==> config.mk <==
export PLATFORM = sky130hd
export DESIGN_NAME = stopwatch_ctrl
export DESIGN_NICKNAME = d
export VERILOG_FILES = /design/src/rtl/stopwatch_pkg.sv /design/src/rtl/tick_divider.sv /design/src/rtl/stopwatch_ctrl.sv
export SDC_FILE = /design/constraint.sdc
export NUM_CORES = 1
export LEC_CHECK = 0
export ABC_AREA = 1
export ABC_CLOCK_PERIOD_IN_PS = 2140
export CAP_MARGIN = 20
export CORE_ASPECT_RATIO = 0.9
export CORE_MARGIN = 5
export CORE_UTILIZATION = 50
export CTS_CLUSTER_DIAMETER = 40
export DETAILED_ROUTE_END_ITERATION = 16
export HOLD_SLACK_MARGIN = 0.1
export PLACE_DENSITY = 0.69
export SKIP_CTS_REPAIR_TIMING = 1
export SLEW_MARGIN = 20
export SYNTH_ARGS = -nofsm -noshare
export SYNTH_HDL_FRONTEND = slang
export SYNTH_SLANG_ARGS = --single-unit
export TNS_END_PERCENT = 100
==> constraint.sdc <==
create_clock -name clk -period 2.14 [get_ports clk]
set_input_delay 0.642 -clock clk [delete_from_list [all_inputs] [get_ports clk]]
set_output_delay 0.642 -clock clk [all_outputs]
set_load 0.01 [all_outputs]
==> src/rtl/stopwatch_pkg.sv <==
// Shared types and constants for the stopwatch controller.
//   state_e     : controller mode (RUN, PAUSED, ADJUST)
//   *_DIV_DEF   : default divider lengths for a 100 MHz clock
//   bcd60_t     : one two-digit BCD field (mm or ss), 00..59
//   bcd60_inc() : shared mod-60 BCD incrementer with carry-out
package stopwatch_pkg;

  localparam int unsigned RUN_DIV_DEF   = 100_000_000;
  localparam int unsigned ADJ_DIV_DEF   = 50_000_000;
  localparam int unsigned BLINK_DIV_DEF = 25_000_000;
  localparam int unsigned SCAN_DIV_DEF  = 200_000;

  localparam int unsigned DIGIT_W = 4;

  localparam logic [DIGIT_W-1:0] ONE_MAX = 4'd9;
  localparam logic [DIGIT_W-1:0] TEN_MAX = 4'd5;

  // Blank request for the field being edited: bit0 = sec_one .. bit3 = min_ten
  localparam logic [3:0] BLANK_MIN  = 4'b1100;
  localparam logic [3:0] BLANK_SEC  = 4'b0011;
  localparam logic [3:0] BLANK_NONE = 4'b0000;

  typedef enum logic [1:0] {
    ST_RUN    = 2'd0,
    ST_PAUSED = 2'd1,
    ST_ADJUST = 2'd2
  } state_e;

  typedef struct packed {
    logic [DIGIT_W-1:0] ten;
    logic [DIGIT_W-1:0] one;
  } bcd60_t;

  typedef struct packed {
    logic   carry;
    bcd60_t val;
  } bcd60_inc_t;

  // Increment a two-digit BCD field mod 60; carry set on 59 -> 00.
  // The >= compares keep an out-of-range value from escaping the range.
  function automatic bcd60_inc_t bcd60_inc(input bcd60_t v);
    bcd60_inc_t r;
    r.carry = 1'b0;
    r.val   = v;
    if (v.one >= ONE_MAX) begin
      r.val.one = '0;
      if (v.ten >= TEN_MAX) begin
        r.val.ten = '0;
        r.carry   = 1'b1;
      end else begin
        r.val.ten = v.ten + 4'd1;
      end
    end else begin
      r.val.one = v.one + 4'd1;
    end
    return r;
  endfunction

endpackage

==> src/rtl/tick_divider.sv <==
// Free-running modulo-DIV counter producing a one-cycle tick.
//   clk, rst_n : clock, async active-low reset
//   clear      : force count to 0 next cycle
//   hold       : keep count at 0 while asserted
//   tick       : high in the cycle the count equals DIV-1
module tick_divider #(
  parameter int unsigned DIV = 2
) (
  input  logic clk,
  input  logic rst_n,
  input  logic clear,
  input  logic hold,
  output logic tick
);

  localparam int unsigned CNT_W = (DIV > 1) ? $clog2(DIV) : 1;
  localparam logic [CNT_W-1:0] LAST = CNT_W'(DIV - 1);

  logic [CNT_W-1:0] count_q, count_d;

  assign tick = (count_q == LAST);

  // Count up, wrap after the tick, park at zero when held or cleared
  always_comb begin
    count_d = count_q + CNT_W'(1);
    if (clear || hold || tick) begin
      count_d = '0;
    end
  end

  always_ff @(posedge clk or negedge rst_n) begin
    if (!rst_n) begin
      count_q <= '0;
    end else begin
      count_q <= count_d;
    end
  end

endmodule

==> src/rtl/stopwatch_ctrl.sv <==
// MM:SS stopwatch controller with run/pause, field adjust and display scan.
//   clk, rst_n          : clock, async active-low reset
//   pause_pulse         : toggle run/pause (one cycle)
//   clr_pulse           : clear time to 00:00 (one cycle)
//   adj, sel            : adjust mode level, field select (0 = min, 1 = sec)
//   sec_one..min_ten    : registered BCD time digits
//   blank_mask          : per-digit blank request for adjust blinking
//   scan_sel            : display digit index
//   paused              : run/pause target is pause
module stopwatch_ctrl
  import stopwatch_pkg::*;
#(
  parameter int unsigned RUN_DIV   = RUN_DIV_DEF,
  parameter int unsigned ADJ_DIV   = ADJ_DIV_DEF,
  parameter int unsigned BLINK_DIV = BLINK_DIV_DEF,
  parameter int unsigned SCAN_DIV  = SCAN_DIV_DEF
) (
  input  logic               clk,
  input  logic               rst_n,
  input  logic               pause_pulse,
  input  logic               clr_pulse,
  input  logic               adj,
  input  logic               sel,
  output logic [DIGIT_W-1:0] sec_one,
  output logic [DIGIT_W-1:0] sec_ten,
  output logic [DIGIT_W-1:0] min_one,
  output logic [DIGIT_W-1:0] min_ten,
  output logic [3:0]         blank_mask,
  output logic [1:0]         scan_sel,
  output logic               paused
);

  state_e     state_q, state_d;
  logic       paused_q, paused_d;
  bcd60_t     sec_q, sec_d;
  bcd60_t     min_q, min_d;
  logic       blink_q, blink_d;
  logic [1:0] scan_q, scan_d;
  logic [3:0] blank_q, blank_d;

  logic       run_tick, adj_tick, blink_tick, scan_tick;
  bcd60_inc_t sec_inc, min_inc;

  // Run second only counts while running, so resume/clear start a full second
  tick_divider #(.DIV(RUN_DIV)) u_run_div (
    .clk   (clk),
    .rst_n (rst_n),
    .clear (clr_pulse),
    .hold  (state_q != ST_RUN),
    .tick  (run_tick)
  );

  // Adjust rate restarts on every entry to adjust mode
  tick_divider #(.DIV(ADJ_DIV)) u_adj_div (
    .clk   (clk),
    .rst_n (rst_n),
    .clear (1'b0),
    .hold  (state_q != ST_ADJUST),
    .tick  (adj_tick)
  );

  tick_divider #(.DIV(BLINK_DIV)) u_blink_div (
    .clk   (clk),
    .rst_n (rst_n),
    .clear (1'b0),
    .hold  (1'b0),
    .tick  (blink_tick)
  );

  tick_divider #(.DIV(SCAN_DIV)) u_scan_div (
    .clk   (clk),
    .rst_n (rst_n),
    .clear (1'b0),
    .hold  (1'b0),
    .tick  (scan_tick)
  );

  assign sec_inc = bcd60_inc(sec_q);
  assign min_inc = bcd60_inc(min_q);

  // Mode FSM, time update, blink/scan and blank mask
  always_comb begin
    state_d  = state_q;
    paused_d = paused_q;
    sec_d    = sec_q;
    min_d    = min_q;
    blink_d  = blink_q;
    scan_d   = scan_q;
    blank_d  = BLANK_NONE;

    // adj takes priority over pause_pulse when entering adjust
    unique case (state_q)
      ST_RUN: begin
        if (adj) begin
          state_d = ST_ADJUST;
        end else if (pause_pulse) begin
          state_d  = ST_PAUSED;
          paused_d = 1'b1;
        end
      end
      ST_PAUSED: begin
        if (adj) begin
          state_d = ST_ADJUST;
        end else if (pause_pulse) begin
          state_d  = ST_RUN;
          paused_d = 1'b0;
        end
      end
      ST_ADJUST: begin
        // paused_q doubles as the return target while adjusting
        if (pause_pulse) begin
          paused_d = !paused_q;
        end
        if (!adj) begin
          state_d = paused_d ? ST_PAUSED : ST_RUN;
        end
      end
      default: begin
        state_d  = ST_RUN;
        paused_d = 1'b0;
      end
    endcase

    // Clear beats any tick in the same cycle
    if (clr_pulse) begin
      sec_d = '0;
      min_d = '0;
    end else if ((state_q == ST_RUN) && run_tick) begin
      sec_d = sec_inc.val;
      if (sec_inc.carry) begin
        min_d = min_inc.val;
      end
    end else if ((state_q == ST_ADJUST) && adj_tick) begin
      // Adjust edits one field only; no carry across fields
      if (sel) begin
        sec_d = sec_inc.val;
      end else begin
        min_d = min_inc.val;
      end
    end

    if (blink_tick) begin
      blink_d = !blink_q;
    end
    if (scan_tick) begin
      scan_d = scan_q + 2'd1;
    end

    // Mask follows the registered state/phase it will be shown with
    if ((state_d == ST_ADJUST) && blink_d) begin
      blank_d = sel ? BLANK_SEC : BLANK_MIN;
    end
  end

  always_ff @(posedge clk or negedge rst_n) begin
    if (!rst_n) begin
      state_q  <= ST_RUN;
      paused_q <= 1'b0;
      sec_q    <= '0;
      min_q    <= '0;
      blink_q  <= 1'b0;
      scan_q   <= '0;
      blank_q  <= BLANK_NONE;
    end else begin
      state_q  <= state_d;
      paused_q <= paused_d;
      sec_q    <= sec_d;
      min_q    <= min_d;
      blink_q  <= blink_d;
      scan_q   <= scan_d;
      blank_q  <= blank_d;
    end
  end

  assign sec_one    = sec_q.one;
  assign sec_ten    = sec_q.ten;
  assign min_one    = min_q.one;
  assign min_ten    = min_q.ten;
  assign blank_mask = blank_q;
  assign scan_sel   = scan_q;
  assign paused     = paused_q;

endmodule

# Yosys cells after proc, flatten, opt, wreduce, memory -nomap -nowiden

Cells that the tools add are included.

Output and inout port bits: 23
Bits in registers: 122

$add $sub $neg: 9
Equality and inequality tests: 14
Reduce and logical (&&, ||, !) cells: 15
Order comparisons: 4
Multiplexer cells: 37

Operators by type and width:

| operator                                                                             | number |
|---|---|
| 8-bit two-way mux                                                                    | 9 |
| 4-bit two-way mux                                                                    | 7 |
| 27-bit by 1-bit adder with 27-bit output (second input constant)                     | 1 |
| 27-bit == test (second input constant)                                               | 1 |
| 27-bit two-way mux                                                                   | 1 |
| 26-bit by 1-bit adder with 26-bit output (second input constant)                     | 1 |
| 26-bit == test (second input constant)                                               | 1 |
| 26-bit two-way mux                                                                   | 1 |
| 25-bit by 1-bit adder with 25-bit output (second input constant)                     | 1 |
| 25-bit == test (second input constant)                                               | 1 |
| 25-bit two-way mux                                                                   | 1 |
| 18-bit by 1-bit adder with 18-bit output (second input constant)                     | 1 |
| 18-bit == test (second input constant)                                               | 1 |
| 18-bit two-way mux                                                                   | 1 |
| 4-bit by 1-bit adder with 4-bit output (second input constant)                       | 4 |
| 2-bit two-way mux                                                                    | 5 |
| 2-bit inequality test (second input constant)                                        | 5 |
| 1-bit two-way mux                                                                    | 9 |
| 4-bit by 3-bit greater-or-equal comparator with 1-bit output (second input constant) | 2 |
| 4-bit greater-or-equal comparator (second input constant)                            | 2 |
| 2-bit one-hot mux with 3 select lines                                                | 1 |
| 3-bit nonzero test                                                                   | 2 |
| 5-bit two-way mux                                                                    | 1 |
| 2-bit == test (second input constant)                                                | 2 |
| 13 further kinds                                                                     | 18 |

# Longest topological paths before layout

Depth after elaboration: 9
Depth in mapped cells: 12

# Hierarchy

From an unflattened synthesis, not the netlist that was laid out.

Cells, all modules: 1012
Area, all modules: 7302.0 um^2

By module, submodules not included:

| module                      | area an instance (um^2) | instances | sequential area each (um^2) | cells an instance |
|---|---|---|---|---|
| tick_divider at u_run_div   | 1639.1                  | 1         | 675.6                       | 239 |
| tick_divider at u_adj_div   | 1605.3                  | 1         | 650.6                       | 231 |
| tick_divider at u_blink_div | 1599.0                  | 1         | 625.6                       | 229 |
| stopwatch_ctrl              | 1436.4                  | 1         | 600.6                       | 175 |
| tick_divider at u_scan_div  | 1022.2                  | 1         | 450.4                       | 138 |

# Least setup slack after synthesis

OpenSTA, ideal clock, no wires.

Path type: register to register
From: register sec_q (netlist bit sec_one[0])
To: register min_q (netlist bit min_ten[0])
Stages on the path, launching flop included: 11
Path slack: 450 ps
Data arrival time: 1572 ps
Required time: 2023 ps
Buffers on the path: 0
Path through: dfrtp_1 > inv_1 > ha_1 > a31oi_2 > nand2_1 > nand2_1 > nor2_4 > nor2_2 > nand3_2 > nand2_1 > nand2_1

Cells in the longest elaborated chain, start to end: 4

Ends and longest elaborated chain:

| element                                | line                  | text |
|---|---|---|
| from (decl)                            | stopwatch_ctrl.sv:35  | `bcd60_t sec_q, sec_d;` |
| from (signal assigned)                 | stopwatch_ctrl.sv:159 | `sec_q <= '0;` |
| from (signal assigned)                 | stopwatch_ctrl.sv:167 | `sec_q <= sec_d;` |
| 4-bit greater-or-equal comparator      | stopwatch_pkg.sv:45   | `if (v.one >= ONE_MAX) begin` |
| 5-bit two-way mux                      | stopwatch_pkg.sv:45   |  |
| 3-bit inequality test (no source line) | -                     |  |
| 3-bit AND reduction (no source line)   | -                     |  |
| to (signal assigned)                   | stopwatch_ctrl.sv:168 | `min_q <= min_d;` |
| to (decl)                              | stopwatch_ctrl.sv:36  | `bcd60_t min_q, min_d;` |

No other way between the ends.
A chain may end at the register's enable or synchronous reset.

# Worst setup path after layout

From: register sec_q (netlist bit sec_one[2])
To: output sec_one[2]

RTL lines:

| element   | line                 | text |
|---|---|---|
| to (decl) | stopwatch_ctrl.sv:24 | `output logic [DIGIT_W-1:0] sec_one,` |

No word-level cell between the ends.

==> impl_metrics.toml <==
[status]
status = "finished clean"

[power]
powerDensity_nw_per_um2 = 727.5
irDropWorstVdd_mv = 0.7237
power.leakage_nw = 3.689

[setup_path]
critical_path_arrival_ps = 1450
critPathMaxFanout = 5
cp_cell_sequence = "clkdlybuf4s50_1"
critPathSlowestCell = "clkdlybuf4s50_1"
crit_path_end_kind = "output port"
critPathKind = "flop to output port"
required_ps = 1500
start_kind = "flop"
cp.buffers_inverters = 1
critPathMaxStageDelay_ps = 580
cp_top_family = "buffers and inverters"

[clock_tree]
root_buffer = "clkbuf_16"
cts_buffers = 17
clk_latency_ps = 420
clock-sinks = 120
cts_tree = "yes"
htreeDepth = 4
cts.clk_slew.worst_paths_ps = 60
clockBufferDepth = 2

[cells_and_area]
syn_to_final_growth_pct = 17.21
finish.utilization_pct = 59.98
layout.nets = 931
mostFrequentLayoutCell = "nand2_1"
final_cell_mix = "155 x nand2_1, 125 x inv_1, 123 x nor2_1, 117 x dfrtp_1, 47 x nand3_1"
layout.cells.non_filler = 1090
n_antenna_cell = 0
drive_gt1_share_pct = 10.20

[synth]
yosysUniqueCellTypes = 44
synth-seq-cells = 120
yosys_warnings = 0
syn_avg_cell_area_um2 = 7.991
netlist_area_um2 = 6864
syn-num-nets = 881
syn_inst = 859
ys_seq_area_share_pct = 43.75
synth_edf_count = 0
synthFlopType = "dfrtp_1"
async_flop_share_pct = 100.0

[global_route]
grt_max_degree = 34
track_usage_pct = 18.96
grt_overflow_total = 0
grt_pass1_vias = 5390
grt_pass1_wl_um = 25020
antenna_found_initial = 0

[timing]
setup_viol = 0
relSlewSlack_pct = 60.77
rsz0062_at_grt = "false"
fin_skew_ps = 6.266
max_freq_mhz = 478.9
fin_crit_ps = 2088
tns_ps = 0
finalMaxSlewViolations = 0
finalCritPeriodShare_pct = 97.58
finalHoldViolCount = 0
worst_pin_slew_ps = 580.2

[place]
hpwl_um = 10610
placed_cells = 1058
gp_congestion = 0.8798
port_buffers = 28

[die]
die_w_um = 133.5
die-area_um2 = 16170
die_h_um = 121.2
start_util_pct = 51.18
io_pins = 29
coreArea_um2 = 13410
rows = 40

[min_path]
hp-class = "input port to asynchronous set/reset pin"

[drt]
route.detailed.drc = 0
drt-total-wl_um = 14330
ant_nets = 0
post_drt_via_cell_ratio = 5.155
wl_per_cell_um = 13.14
route.vias.total = 5619
dr.first_iter.drc_count = 467
drt_pass1_iterations = 5

[job]
drv_cap = 0
==> registers in the layout, summed over array words and instances, names as in the netlist <==
register / count
sec_one: 4
min_one: 4
min_ten: 4
blink_q: 1
scan_sel: 2
u_scan_div.count_q: 18
paused: 1
u_adj_div.count_q: 26
sec_ten: 4
blank_mask: 2
state_q: 2
u_run_div.count_q: 27
u_blink_div.count_q: 25
==> cell usage after synthesis, types with 2 or more instances <==
| cell type | instances | area [um^2] |
|---|---|---|
| nor3_2 | 2 | 20.02 |
| xor2_1 | 35 | 306.5 |
| nand3b_1 | 4 | 30.03 |
| a31oi_1 | 3 | 18.77 |
| ha_1 | 16 | 200.2 |
| nand4_1 | 35 | 219.0 |
| nand2_2 | 5 | 31.28 |
| xnor2_1 | 10 | 87.58 |
| inv_1 | 125 | 469.2 |
| clkbuf_1 | 2 | 7.510 |
| buf_4 | 2 | 15.01 |
| nand2_4 | 4 | 45.04 |
| buf_2 | 2 | 10.01 |
| nor2_2 | 8 | 50.05 |
| nor2_1 | 123 | 461.7 |
| nor4_1 | 9 | 56.30 |
| and3_1 | 2 | 12.51 |
| a21oi_1 | 35 | 175.2 |
| nand3_4 | 4 | 70.07 |
| dfrtp_1 | 120 | 3003 |
| nor3b_1 | 9 | 67.56 |
| nand3_1 | 47 | 235.2 |
| nand3_2 | 4 | 40.04 |
| nand2_1 | 155 | 581.8 |
| o21a_1 | 5 | 37.54 |
| nor3_1 | 40 | 200.2 |
| or2_2 | 2 | 12.51 |
| a211oi_1 | 4 | 30.03 |
| nor2_4 | 9 | 101.4 |
| nand4_2 | 2 | 25.02 |
| o21ai_0 | 21 | 105.1 |
| inv_2 | 3 | 11.26 |
==> final timing paths <==
check / slack [ps] / cells after the start / to / from
worst max-delay path: 50 / 1 / sec_one[2] / sec_one[2]$_DFFE_PN0P_
worst min-delay path: 170 / 1 / u_adj_div.count_q[16]$_DFF_PN0_ / rst_n
worst max register to register: 230 / 10 / u_adj_div.count_q[12]$_DFF_PN0_ / u_adj_div.count_q[0]$_DFF_PN0_
worst min register to register: 460 / 1 / u_adj_div.count_q[0]$_DFF_PN0_ / u_adj_div.count_q[0]$_DFF_PN0_
max in group asynchronous: 1410 / 2 / u_run_div.count_q[10]$_DFF_PN0_ / rst_n
min in group clk: 460 / 1 / u_adj_div.count_q[0]$_DFF_PN0_ / u_adj_div.count_q[0]$_DFF_PN0_
==> through the flow <==
step / hold slack [ps] / instance area (um^2) / power (mW) / setup WS, ps
2_1_floorplan: 346.4 / 6864 / 2.666 / 450.5
5_1_grt: 182.8 / 8045 / 6.105 / 12.02
4_1_cts: 168.0 / 8041 / 5.907 / 6.151
6_report: 165.0 / 8045 / 5.853 / 51.79
3_3_place_gp: 449.7 / 7421 / 2.886 / 187.5
3_5_place_dp: 458.2 / 7421 / 2.901 / 136.6
==> layout make-up <==
| cell class | instances | area, um^2 |
|---|---|---|
| clock inverter | 13 | 177.7 |
| inverter | 129 | 486.7 |
| fill | 1244 | 5368 |
| clock buffer | 19 | 442.9 |
| timing repair buffer | 38 | 390.4 |
| multi-input combinational | 603 | 3331 |
| sequential | 120 | 3007 |
| tap | 168 | 210.2 |
==> layer usage <==
| metal | vias to the layer above | share of wire [%] | GRT usage, % |
|---|---|---|---|
| met1 | 2609 | 51 | 27.11 |
| met2 | 108 | 44 | 28.33 |
| met3 | 18 | 4.4 | 4.353 |
| met5 | - | 0 | 0 |
| li1 | 2884 | - | - |
| met4 | 0 | 1.4 | 6.684 |
==> power breakdown <==
part	switching [mW]	leakage (nW)	internal, mW	total, mW
clock	1.03	0.302	1.97	3.00
sequential	0.0732	1.63	2.32	2.40
combinational	0.263	1.76	0.194	0.457
total	1.37	3.69	4.49	5.85
==> kinds of logic after synthesis <==
kind of cell,Yosys count,synth area share (%)
fa+ha+maj,16,2.916
xor+xnor,45,5.742
compound gates,74,6.125
flops,120,43.75
simple gates,468,33.74
buf+inv,136,7.729
(Power assumes the default switching activity.)
